--- config.mk ---
export PLATFORM = sky130hd
export DESIGN_NAME = fetch_stage_flat
export DESIGN_NICKNAME = d
export VERILOG_FILES = /design/src/rtl/fetch_stage_pkg.sv /design/src/rtl/fetch_stage_if.sv /design/src/rtl/fetch_stage.sv /design/src/flat_wrapper.sv
export SDC_FILE = /design/constraint.sdc
export NUM_CORES = 1
export LEC_CHECK = 0
export ABC_AREA = 1
export BUFFER_PORTS_ARGS = -buffer_cell sky130_fd_sc_hd__buf_2
export CAP_MARGIN = 10
export CORE_MARGIN = 4
export CORE_UTILIZATION = 29
export CTS_BUF_LIST = sky130_fd_sc_hd__clkbuf_16
export DETAILED_ROUTE_END_ITERATION = 6
export GPL_ROUTABILITY_DRIVEN = 1
export PLACE_DENSITY = 0.59
export SYNTH_ARGS = -nofsm -noshare
export SYNTH_HDL_FRONTEND = slang
export SYNTH_SLANG_ARGS = --single-unit
--- constraint.sdc ---
create_clock -name CLK -period 1.8 [get_ports CLK]
set_input_delay 0.36 -clock CLK [delete_from_list [all_inputs] [get_ports CLK]]
set_output_delay 0.36 -clock CLK [all_outputs]
set_load 0.02 [all_outputs]
--- src/rtl/fetch_stage_pkg.sv ---
// Shared CPU types for the fetch stage.
// Word type, fetch FSM states and PC increment.
package cpu_types_pkg;

  localparam int WORD_W  = 32;
  localparam int PC_STEP = 4;

  typedef logic [WORD_W-1:0] word_t;

  typedef enum logic [1:0] {
    RUN,
    DRAIN,
    HALTED
  } fetch_state_t;

endpackage

--- src/rtl/fetch_stage_if.sv ---
// Instruction-memory port between fetch and imem.
// master = fetch side, slave = memory side.
interface fetch_stage_if #(
  parameter int WORD_W = 32
);

  logic              ihit;
  logic [WORD_W-1:0] iload;
  logic              imemREN;
  logic [WORD_W-1:0] imemaddr;

  modport master (
    input  ihit,
    input  iload,
    output imemREN,
    output imemaddr
  );

  modport slave (
    output ihit,
    output iload,
    input  imemREN,
    input  imemaddr
  );

endinterface

--- src/rtl/fetch_stage.sv ---
// Instruction fetch: owns the PC, drives imem, feeds IF/ID.
// Redirects behind a miss are parked in pend_pc until the miss drains.
module fetch_stage
  import cpu_types_pkg::*;
#(
  parameter logic [31:0] PC_INIT = 32'h0000_0000,
  parameter int          WORD_W  = 32
) (
  input  logic              CLK,
  input  logic              nRST,
  fetch_stage_if.master     imem,
  input  logic              stall,
  input  logic              redirect,
  input  logic [WORD_W-1:0] redirect_pc,
  input  logic              halt,
  output logic [WORD_W-1:0] instr,
  output logic [WORD_W-1:0] pcp4,
  output logic              fetch_valid,
  output logic              fetch_flush,
  output logic [WORD_W-1:0] pc
);

  fetch_state_t      state, state_n;
  logic [WORD_W-1:0] pc_n;
  logic [WORD_W-1:0] pend_pc, pend_n;
  logic [WORD_W-1:0] tgt;

  assign tgt         = {redirect_pc[WORD_W-1:2], 2'b00};
  assign pcp4        = pc + WORD_W'(PC_STEP);
  assign instr       = imem.iload;
  assign fetch_flush = redirect;
  assign imem.imemaddr = pc;

  always_ff @(posedge CLK or negedge nRST) begin
    if (!nRST) begin
      state   <= RUN;
      pc      <= PC_INIT[WORD_W-1:0];
      pend_pc <= '0;
    end else begin
      state   <= state_n;
      pc      <= pc_n;
      pend_pc <= pend_n;
    end
  end

  always_comb begin
    state_n      = state;
    pc_n         = pc;
    pend_n       = pend_pc;
    fetch_valid  = 1'b0;
    imem.imemREN = 1'b1;
    unique case (state)
      RUN: begin
        if (halt) begin
          state_n = HALTED;
        end else if (redirect) begin
          if (imem.ihit) begin
            pc_n = tgt;
          end else begin
            pend_n  = tgt;
            state_n = DRAIN;
          end
        end else if (!stall && imem.ihit) begin
          fetch_valid = 1'b1;
          pc_n        = pcp4;
        end
      end
      // Address held stable until the stale miss returns.
      DRAIN: begin
        if (halt) begin
          state_n = HALTED;
        end else if (redirect) begin
          pend_n = tgt;
          if (imem.ihit) begin
            pc_n    = tgt;
            state_n = RUN;
          end
        end else if (imem.ihit) begin
          pc_n    = pend_pc;
          state_n = RUN;
        end
      end
      HALTED: begin
        imem.imemREN = 1'b0;
      end
      default: begin
        state_n = RUN;
      end
    endcase
  end

endmodule

--- src/flat_wrapper.sv ---
// flat-port wrapper written by rule: the top's interface ports become plain ports
module fetch_stage_flat import cpu_types_pkg::*;
#(
  parameter logic [31:0] PC_INIT = 32'h0000_0000,
  parameter int          WORD_W  = 32
)
  (CLK, nRST, stall, redirect, redirect_pc, halt, instr, pcp4, fetch_valid, fetch_flush, pc, imem_ihit, imem_iload, imem_imemREN, imem_imemaddr);
  fetch_stage_if #(.WORD_W(WORD_W)) imem_i ();
  input  logic CLK;
  input  logic nRST;
  input  logic stall;
  input  logic redirect;
  input  logic [WORD_W-1:0] redirect_pc;
  input  logic halt;
  output logic [WORD_W-1:0] instr;
  output logic [WORD_W-1:0] pcp4;
  output logic fetch_valid;
  output logic fetch_flush;
  output logic [WORD_W-1:0] pc;
  input wire logic [$bits(imem_i.ihit)-1:0] imem_ihit;
  input wire logic [$bits(imem_i.iload)-1:0] imem_iload;
  output wire logic [$bits(imem_i.imemREN)-1:0] imem_imemREN;
  output wire logic [$bits(imem_i.imemaddr)-1:0] imem_imemaddr;
  assign imem_i.ihit = imem_ihit;
  assign imem_i.iload = imem_iload;
  assign imem_imemREN = imem_i.imemREN;
  assign imem_imemaddr = imem_i.imemaddr;
  fetch_stage #(.PC_INIT(PC_INIT), .WORD_W(WORD_W)) u_core (.CLK(CLK), .nRST(nRST), .imem(imem_i), .stall(stall), .redirect(redirect), .redirect_pc(redirect_pc), .halt(halt), .instr(instr), .pcp4(pcp4), .fetch_valid(fetch_valid), .fetch_flush(fetch_flush), .pc(pc));
endmodule
# Word-level counts from Yosys, hierarchy flattened
# Cells that the tools add are included.
# W data, S select, Z words.
[totals] ff_bits=66 in_bits=70 elab_cells=49
[op_classes] addsub=1 n_eq_ne=12 n_mux=25 n_bitwise=1 n_reduce_logical=7
[op_table] cell="$mux W32" n=12
[op_table] cell="$pmux W32 S2" n=2
[op_table] cell="$add A32 B3 Y32 const B" n=1
[op_table] cell="$ne A3 B3 Y1 const B" n=4
[op_table] cell="$mux W2" n=5
[op_table] cell="$ne A2 B2 Y1 const B" n=5
[op_table] cell="$pmux W2 S3" n=1
[op_table] cell="$reduce_and A6 Y1" n=1
[op_table] cell="$mux W1" n=5
[op_table] cell="$reduce_and A5 Y1" n=1
[op_table] cell="$reduce_and A4 Y1" n=1
[op_table] cell="$ne A3 B2 Y1 const B" n=1
[op_table] cell="$eq A2 B1 Y1 const B" n=1
[op_table] cell="$eq A2 B2 Y1 const B" n=1
[op_table] cell="$logic_not A2 Y1" n=1
[op_table] cell="$reduce_bool A2 Y1" n=1
[op_table] cell="$logic_and A1 B1 Y1" n=1
[op_table] cell="$logic_not A1 Y1" n=1
[op_table] cell="$not A1 Y1" n=1

# Depth between registers and ports, before layout
[depth] ltp_word=6 depth_mapped=10

# Least setup slack after synthesis
# OpenSTA, ideal clock, no wires.
[synth_timing] kind="reg-to-output" startpoint="register u_core.pc[2] (netlist: u_core.imem.imemaddr[2])" endpoint="output port pcp4[24]" arrival_time_ps=1611 slack_ps=-171 stages_incl_launch_ff=9 path_buffers=0 path_cell_list="dfrtp_1 ha_1 nand2_1 nor2_2 nand2_1 nor2_4 nand2_1 nand2_1 and2_1"
[synth_between] elab_chain_len=1
[synth_rtl] element="start: declaration" line_no="fetch_stage.sv:20" source="output logic [WORD_W-1:0] pc"
[synth_rtl] element="start signal: assignment" line_no="fetch_stage.sv:37" source="pc <= PC_INIT[WORD_W-1:0];"
[synth_rtl] element="start signal: assignment" line_no="fetch_stage.sv:41" source="pc <= pc_n;"
[synth_rtl] element="$add A32 B3 Y32" line_no="fetch_stage.sv:29" source="assign pcp4 = pc + WORD_W'(PC_STEP);"
[synth_rtl] element="end: declaration" line_no="flat_wrapper.sv:16" source="output logic [WORD_W-1:0] pcp4;"
# Every way passes these cells.

# Worst setup path in the final report
[layout_timing] startpoint="register u_core.pc[8] (netlist: u_core.imem.imemaddr[8])" endpoint="output port pcp4[28]"
# Same word-level chain as after synthesis.

==> results.tsv <==
metric	value	unit
status	finished with violations	
violated checks	negative setup slack	
Synth area leader	dfrtp_1	
top-area cell type share of the netlist area	35.6	%
minimum clock period	2.23	ns
vias in the first global route	4137	
Worst EP required	1.44	ns
Net Count, Synth	688	
PortBufs	134	
Nets	818	
xor-xnor portion of the synthesized cell area	3.76	%
CP endpoint kind	primary output	
leakage	0.00314	µW
Setup-failing EPs final	28	
crit path DAT	1.87	ns
drt total wl	13.8	mm
clk sinks	64	
Detailed Route Iter0 Violations	353	
multi-input logic area	2290	µm²
drt drc	0	
Num CTS Buffers	9	
share of cells above drive strength 1	38.4	%
WL/cell	14.7	µm
flip-flop and latch count after synthesis	64	
first-pass GRT wire length	21.6	mm
Layout area overhead	35.9	%
Max IR drop VDD	515	µV
TritonCTS clock tree	built	
fmax	448	MHz
CP delay by family, top	simple AND/OR/NAND/NOR gates	
Worst-Margin Slew	0.413	ns
commonest cells after routing, fill and taps aside	nand2_1 (108), buf_2 (108), nor2_1 (92)	
clk buf depth	2	
Vias/cell	4.61	
max_slew headroom	72.4	%
dominant synthesized flop cell	dfrtp_1	
Setup WS post-layout	-0.433	ns
routability cong.	0.816	
Worst-path clk slew	0.05	ns
die area	17500	µm²
compound-cell area share of the yosys netlist	15.7	%
core area	15200	µm²
largest family of logic cells by synthesized area	simple AND/OR/NAND/NOR gates	
Root Driver	clkbuf_16	
Cell Area, Synth	4490	µm²
Initial Util	29.6	%
Synth Instances	617	
initial antenna violation count	0	
total track usage	15.5	%
Die Span Y	132	µm
Antenna Cells	0	
Synth Area in Adders	0.278	%
pre-CTS setup slack	-0.108	ns
CP max stage delay	0.41	ns
Die X	132	µm
period utilisation layout	124	%
fill count	1568	
async set or reset register ratio after synthesis	100	%
RSZ-0062 raised after global routing	true	
crit path buf inv count	1	
# Max-Cap Violations	0	
pin count of the biggest net entering global routing	65	
syn avg cell area	7.28	µm²
CP cell instances	nand2_1 -> nor2_1 -> nand2_4 -> nor2_4 -> nand3_1 -> and2_4 -> buf_6	
Remaining Overflow, GRT	0	
Hold Buf Count CTS	0	
pwr dens	1050	nW/µm²
Slowest-stage cell, CP	dfrtp_2	
register area	1610	µm²
clk_lat worst skew	0.34	ns
Cell Rows	45	
Synth area leaders	dfrtp_1 (36%), buf_4 (12%), nand2_1 (10%), nor2_1 (7.9%), a21oi_1 (5.7%)	
TritonRoute pass-1 iters	5	
Hold Crit Class	input port to asynchronous set/reset pin	
Setup Crit Path Kind	register to primary output	
CP max FO	6	
Final Hold Vio Count	0	
sequential area share after synthesis	35.6	%
Post-synth EDFFs	0	
I/O pins	201	
Vias	4329	
Startpoint Class	register	
fin. max-slew vios	0	
simple-gate share of the synthesized area	25.8	%
antenna-violating nets left	0	
Clock Skews	0.00753	ns
post-synthesis mux area share	0	%
Yosys cell types	37	
HPWL Detailed	9.87	mm
final cell count without fillers	940	
Inst Count DP	910	
htree depth	3	
YS warnings	0	
==> path summary, 6_finish.rpt <==
check	start	cells after the start	slack, ns	endpoint
min in group CLK	halt	2	0.22	u_core.state[0]
hold / removal	nRST	2	0.02	u_core.imem.imemaddr[1]
setup reg to reg	u_core.imem.imemaddr[3]	10	0	u_core.imem.imemaddr[17]
max in group asynchronous	nRST	2	1.46	u_core.pend_pc[25]
hold reg to reg	u_core.pend_pc[2]	2	0.49	u_core.pend_pc[2]
setup / recovery	u_core.imem.imemaddr[8]	7	-0.43	pcp4[28]
==> layer usage <==
metal / global-route usage [%] / share of wire (%) / wire, µm
met5: 0 / 0 / 0
met4: 6.24 / 2.4 / 335
met3: 3.88 / 5.9 / 812
met2: 25.1 / 47 / 6570
met1: 19.7 / 44 / 6120
==> Yosys cell counts, types with 2 or more instances <==
| cell | number |
|---|---|
| xor2_2 | 5 |
| a31oi_1 | 2 |
| clkbuf_1 | 6 |
| xor2_1 | 5 |
| inv_1 | 56 |
| buf_6 | 2 |
| xnor2_1 | 5 |
| o21ai_0 | 42 |
| and2_1 | 5 |
| dfrtp_1 | 64 |
| nand2_1 | 120 |
| nand2_2 | 4 |
| a21oi_1 | 51 |
| nor2_2 | 5 |
| nor2_4 | 8 |
| inv_2 | 3 |
| buf_2 | 10 |
| a22oi_1 | 24 |
| nor2_1 | 95 |
| nand2_4 | 2 |
| buf_4 | 69 |
| nand3b_1 | 6 |
| nand3_1 | 14 |
==> stage by stage <==
step	total power (µW)	utilization [%]	instance area, µm²	hold slack (ns)	TNS (ns)
5_1_grt	6740	40.2	6100	0.0569	-12.04
2_1_floorplan	3490	-	4540	0.0644	-0.00307
4_1_cts	6340	39.2	5970	0.0481	-9.22
3_5_place_dp	4270	35.3	5370	0.413	-0.782
6_report	6400	40.2	6100	0.0153	-9.52
3_3_place_gp	4250	35.3	5370	0.409	-0.811
==> sequential cells by signal, summed over array words and instances (netlist names) <==
name                  flops
u_core.state              2
u_core.pend_pc           30
u_core.imem.imemaddr     32
==> report_power, final <==
| part | switching, µW | internal, µW |
|---|---|---|
| Clock | 647 | 1190 |
| Combinational | 1610 | 1140 |
| Sequential | 166 | 1640 |
==> final cells by class <==
cell class,count,share of cell area [%]
Clock buffer,9,3.69
Clock inverter,7,1.31
Inverter,61,3.83
Multi-Input combinational cell,404,37.5
Sequential cell,64,26.3
Tap cell,188,3.85
Timing Repair Buffer,207,23.5
==> logic make-up (layout without fill, tap and decap cells) <==
group / after synthesis / in the layout
and+or+nand+nor: 263 / 263
buffers and inverters: 149 / 284
AOI/OAI and AO/OA: 125 / 125
DFF: 64 / 64
xor gates and xnor gates: 15 / 15
adders and majority gates: 1 / 1
==> timing repair <==
item	CTS	global route
resized for setup	57	26
buffers inserted	10	7
endpoints found under the hold margin	0	0
pin swaps	17	22
endpoints found under the setup margin	27	36
(Power assumes the default switching activity.)
